$ cat config.mk
export PLATFORM = sky130hd
export DESIGN_NAME = delay_bank
export DESIGN_NICKNAME = d
export VERILOG_FILES = /design/src/rtl/delay_pkg.sv /design/src/rtl/delay_chan.sv /design/src/rtl/delay_bank.sv
export SDC_FILE = /design/constraint.sdc
export NUM_CORES = 1
export LEC_CHECK = 0
export ABC_AREA = 1
export CAP_MARGIN = 20
export CORE_MARGIN = 4
export CORE_UTILIZATION = 55
export CTS_BUF_LIST = sky130_fd_sc_hd__clkbuf_4 sky130_fd_sc_hd__clkbuf_8 sky130_fd_sc_hd__clkbuf_16
export CTS_CLUSTER_SIZE = 8
export DETAILED_ROUTE_END_ITERATION = 7
export GPL_ROUTABILITY_DRIVEN = 0
export PLACE_DENSITY = 0.85
export SYNTH_ARGS = -nofsm -noshare
export SYNTH_HDL_FRONTEND = slang
export SYNTH_SLANG_ARGS = --single-unit
export TNS_END_PERCENT = 20
$ cat constraint.sdc
create_clock -name clk -period 2.7 [get_ports clk]
set_input_delay 0.54 -clock clk [delete_from_list [all_inputs] [get_ports clk]]
set_output_delay 0.54 -clock clk [all_outputs]
set_load 0.05 [all_outputs]
$ cat src/rtl/delay_pkg.sv
// Shared types and defaults for the delay_bank channel array.
// Channel FSM states and the per-channel load payload live here.
package delay_pkg;

  typedef enum logic {
    RUN,
    DONE
  } chan_state_t;

  localparam int CBITS_DEF     = 10;
  localparam int N_DEFAULT_DEF = 750;

  typedef struct packed {
    logic [CBITS_DEF-1:0] period;
    logic                 oneshot;
  } chan_cfg_t;

endpackage

$ cat src/rtl/delay_chan.sv
// One delay channel: counter, RUN/DONE FSM and registered sig/err/flg.
// A load always wins over counting in the same cycle.
module delay_chan
  import delay_pkg::*;
#(
  parameter int  CBITS     = CBITS_DEF,
  parameter int  N_DEFAULT = N_DEFAULT_DEF,
  parameter type cfg_t     = chan_cfg_t
) (
  input  logic clk,
  input  logic rst,
  input  logic en,
  input  logic load,
  input  cfg_t cfg,
  output logic sig,
  output logic err,
  output logic flg
);

  chan_state_t      state, state_n;
  logic [CBITS-1:0] cnt, cnt_n;
  logic [CBITS-1:0] period, period_n;
  logic             oneshot, oneshot_n;
  logic             sig_n;

  // Next-state: load first, else count while armed and enabled.
  always_comb begin
    state_n   = state;
    cnt_n     = cnt;
    period_n  = period;
    oneshot_n = oneshot;
    sig_n     = 1'b0;
    if (load) begin
      period_n  = cfg.period;
      oneshot_n = cfg.oneshot;
      cnt_n     = '0;
      state_n   = RUN;
    end else if (state == DONE) begin
      cnt_n = '0;
    end else if (en) begin
      if (cnt == period) begin
        cnt_n = '0;
        sig_n = 1'b1;
        if (oneshot) state_n = DONE;
      end else begin
        cnt_n = cnt + 1'b1;
      end
    end
  end

  // State and output registers; flags derive from next-state values.
  always_ff @(posedge clk) begin
    if (rst) begin
      state   <= RUN;
      cnt     <= '0;
      period  <= CBITS'(N_DEFAULT);
      oneshot <= 1'b0;
      sig     <= 1'b0;
      err     <= 1'b0;
      flg     <= 1'b1;
    end else begin
      state   <= state_n;
      cnt     <= cnt_n;
      period  <= period_n;
      oneshot <= oneshot_n;
      sig     <= sig_n;
      err     <= (cnt_n > period_n);
      flg     <= (state_n == RUN) && (cnt_n <= period_n);
    end
  end

endmodule

$ cat src/rtl/delay_bank.sv
// Bank of NCH programmable delay channels behind one config port.
// The port accepts at most one write every two cycles.
module delay_bank
  import delay_pkg::*;
#(
  parameter int NCH       = 4,
  parameter int CBITS     = CBITS_DEF,
  parameter int N_DEFAULT = N_DEFAULT_DEF
) (
  input  logic                               clk,
  input  logic                               rst,
  input  logic [NCH-1:0]                     en,
  input  logic                               cfg_valid,
  output logic                               cfg_ready,
  input  logic [((NCH>1)?$clog2(NCH):1)-1:0] cfg_ch,
  input  logic [CBITS-1:0]                   cfg_period,
  input  logic                               cfg_oneshot,
  output logic                               cfg_err,
  output logic [NCH-1:0]                     sig,
  output logic [NCH-1:0]                     err,
  output logic [NCH-1:0]                     flg
);

  typedef struct packed {
    logic [CBITS-1:0] period;
    logic             oneshot;
  } cfg_t;

  logic accept;
  logic bad_ch;
  cfg_t cfg;

  assign accept = cfg_valid && cfg_ready;
  assign bad_ch = int'(cfg_ch) >= NCH;
  assign cfg    = '{period: cfg_period, oneshot: cfg_oneshot};

  // Handshake: ready drops for the cycle after each accepted write.
  always_ff @(posedge clk) begin
    if (rst) begin
      cfg_ready <= 1'b0;
      cfg_err   <= 1'b0;
    end else begin
      cfg_ready <= !accept;
      cfg_err   <= accept && bad_ch;
    end
  end

  for (genvar i = 0; i < NCH; i++) begin : g_ch
    delay_chan #(
      .CBITS    (CBITS),
      .N_DEFAULT(N_DEFAULT),
      .cfg_t    (cfg_t)
    ) u_chan (
      .clk (clk),
      .rst (rst),
      .en  (en[i]),
      .load(accept && (int'(cfg_ch) == i)),
      .cfg (cfg),
      .sig (sig[i]),
      .err (err[i]),
      .flg (flg[i])
    );
  end

endmodule

==> results.toml <==
[outcome]
outcome = "complete, but fails checks"
violations = "setup timing"

[pwr]
p_leak_nw = 3.54
pwr_density_cell_nw_per_um2 = 410
irDropWorstVdd_v = 0.000275

[worst_setup_path]
crit_required_ps = 2960
rrSetupSlack_ps = 240
critPathKind = "in2reg"
critPathMaxFanout = 7
reg2reg_from = "g_ch[3].u_chan.cnt[3]"
r2r_cells = 18
startpoint_type = "input pin"
crit_path_end = "g_ch[3].u_chan.flg"
crit_path_end_kind = "register"
arrival_ps = 2960
cp-startpoint = "cfg_valid"
worstReg2RegEnd = "g_ch[3].u_chan.flg"

[floorplan]
die_x_um = 111
rows = 37
io_pins = 34
dieArea_um2 = 12400
core-area_um2 = 10400
initial_core_util = 0.566
die_h_um = 111

[timing]
relSlewSlack = 0.519
skew_ps = 9.56
hold_slack_ps = 418
setup_slack_ps = -1.91
fmax_ghz = 0.370
setup_viol = 1
layout_worst_path_cycle_share = 1.00
worstMarginPinSlew_ps = 721
fin_crit_ps = 2700
maxSlewViolCount = 0
rsz0062_at_grt = "yes"
hold_violations = 0

[cts]
worstSkewPairLatency_ps = 360
cts-hold-fix-buffers = 0
cts_max_level = 3
clock_sinks = 101
cts_tree = "yes"
clockBufferDepth = 2
clkTransAtPathRegs_ps = 90
cts_buffers = 9
cts-root-buf = "clkbuf_8"

[worst_hold_path]
hold_path.class = "reg2reg"

[routing]
ant_nets = 0
wire_per_inst_um = 14.0
drtIter0Drc = 365
vias_per_cell = 5.20
dr_total_vias = 5857
post-route-drc-count = 0
firstDrtPassIters = 6
wl_um = 15800

[layout]
fin_nets = 1049
final_area_um2 = 7240
layout-drive-gt1-share = 0.153
area_delta_synth_final_pct = 23.3
n_antenna_cell = 0
nFillCells = 844

[grt]
grt_max_degree = 63
antenna_found_initial = 0
grt_usage = 0.252
grt.overflow.total = 0
grt_pass1_vias = 5746
grt_pass1_wl_um = 25800

[synthesis]
synthCells = 875
synth.avg_cell_area_um2 = 6.71
synth-seq-cells = 101
netlist_area_um2 = 5870
ys.flop_type = "dfxtp_1"
syn_nets = 939
yosys_warnings = 0
synth.yosys.seq_area_share = 0.344
synth_edf_count = 0
ys_types = 32
async_reset_ff_frac = 0

[placement]
dpl-instance-area_um2 = 6900
pre_cts_ws_ps = -380
port_buffers = 32
dp_hpwl_um = 11200

[job]
maxCapViolations = 0
-- power breakdown --
| group | switching [mW] | total (mW) | internal (mW) | leakage, nW |
|---|---|---|---|---|
| Sequential | 0.0232 | 1.54 | 1.52 | 0.820 |
| Clock | 0.534 | 1.09 | 0.560 | 0.109 |
| Combinational | 0.198 | 0.333 | 0.135 | 2.61 |
-- layer usage --
metal,GRT usage,routed length (um)
met1,0.314,6800
met2,0.424,7380
met5,0,0
met3,0.0535,1100
met4,0.104,523
-- per-stage QoR --
stage | utilization | power, mW | instances | setup TNS, ps
after CTS | 0.687 | 2.97 | 1121 | 0
after global routing | 0.698 | 3.08 | 1126 | -114
after floorplan | - | 1.75 | 875 | 0
after detailed placement | 0.665 | 1.89 | 1105 | -2050
after global placement | 0.665 | 1.88 | 1105 | -1620
final | 0.698 | 2.97 | 1126 | -1.91
-- Yosys cell counts (5+ instances only) --
library cell  count  area (um2)
buf_4            15         113
nand2_1         255         957
dfxtp_1         101        2020
o21ai_1           9        45.0
nand4_1          14        87.6
xor2_1           20         175
ha_1             44         551
inv_1            96         360
o21ai_0          38         190
mux2i_1           9        90.1
nand3_1          19        95.1
nor3_1           39         195
or2_2             5        31.3
nor2_1          133         499
clkbuf_1         12        45.0
a21oi_1          30         150
-- worst min-delay path by stage --
stage	cells after the start	slack [ps]	from	end
final	1	420	g_ch[1].u_chan.state	g_ch[1].u_chan.sig
after global routing	1	450	g_ch[1].u_chan.state	g_ch[1].u_chan.sig
after CTS	1	420	g_ch[1].u_chan.state	g_ch[1].u_chan.sig
after detailed placement	1	410	g_ch[1].u_chan.state	g_ch[1].u_chan.sig
after global placement	1	410	g_ch[1].u_chan.state	g_ch[1].u_chan.sig
after floorplan	1	400	g_ch[1].u_chan.state	g_ch[1].u_chan.sig
-- area by class of cell --
class | count | area (um2) | area share
multi-input cells | 640 | 3330 | 0.460
flip-flops and latches | 101 | 2030 | 0.280
repair buffers | 133 | 1100 | 0.152
inverters | 99 | 377 | 0.0520
well taps | 136 | 170 | 0.0235
clock buffers | 11 | 145 | 0.0200
clock inverters | 5 | 83.8 | 0.0116
repair inverters | 1 | 6.26 | 0.000864
-- critical path, stage by stage --
cell	delay, ps
clkdlybuf4s50_1	510
nand2_4	100
buf_4	150
nor3_4	230
buf_6	160
nor2_2	50
nand2_4	100
buf_4	160
nor2_1	50
ha_1	280
nand2_1	90
nor2_2	150
nand2_1	80
nand2_1	80
nor2_1	50
nor2_1	120
a21oi_1	60
-- flip-flops by register name, summed over array words and instances (netlist names) --
register,count
g_ch.u_chan.cnt,40
g_ch.u_chan.period,40
g_ch.u_chan.err,4
g_ch.u_chan.flg,4
g_ch.u_chan.oneshot,4
g_ch.u_chan.sig,4
g_ch.u_chan.state,4
cfg_ready,1
-- cells by family (layout without fill, tap and decap cells) --
| family | count (synthesis) | in the layout | share of synthesized area |
|---|---|---|---|
| adders and majority gates | 44 | 44 | 0.0938 |
| AOI/OAI and AO/OA | 86 | 86 | 0.0778 |
| and+or+nand+nor | 477 | 477 | 0.335 |
| other | 1 | 1 | 0.000639 |
| xor gates and xnor gates | 23 | 23 | 0.0343 |
| DFF | 101 | 101 | 0.344 |
| buffers and inverters | 134 | 249 | 0.0984 |
| muxes | 9 | 9 | 0.0153 |
-- cell usage in the layout (no fill, tap or decap), types with 2 or more instances in the layout --
cell type	n
mux2i_1	9
clkbuf_8	10
dfxtp_1	98
dlymetal6s2s_1	4
o21a_1	4
buf_4	99
ha_1	44
a21oi_1	29
dfxtp_2	3
nor4_1	4
or2_2	5
o21ai_0	32
o21ai_2	3
o21ai_1	15
clkinv_4	2
nor2_1	126
nor3_2	2
nand3_1	19
bufinv_16	2
inv_2	3
clkdlybuf4s50_1	27
nand2_1	254
clkinvlp_4	2
nand2_4	3
nor3_1	37
nand4_1	14
inv_1	95
nor2_2	6
o211ai_1	2
xor2_1	20
xnor2_1	3
nor3_4	3
-- timing repair --
item | in CTS | in global routing
setup buffers | 0 | 4
pin swaps | 0 | 3
cloned | 0 | 1
gates resized for setup | 1 | 34
setup endpoints to repair | 1 | 8
Note: power is estimated with default switching activity, not from simulation.
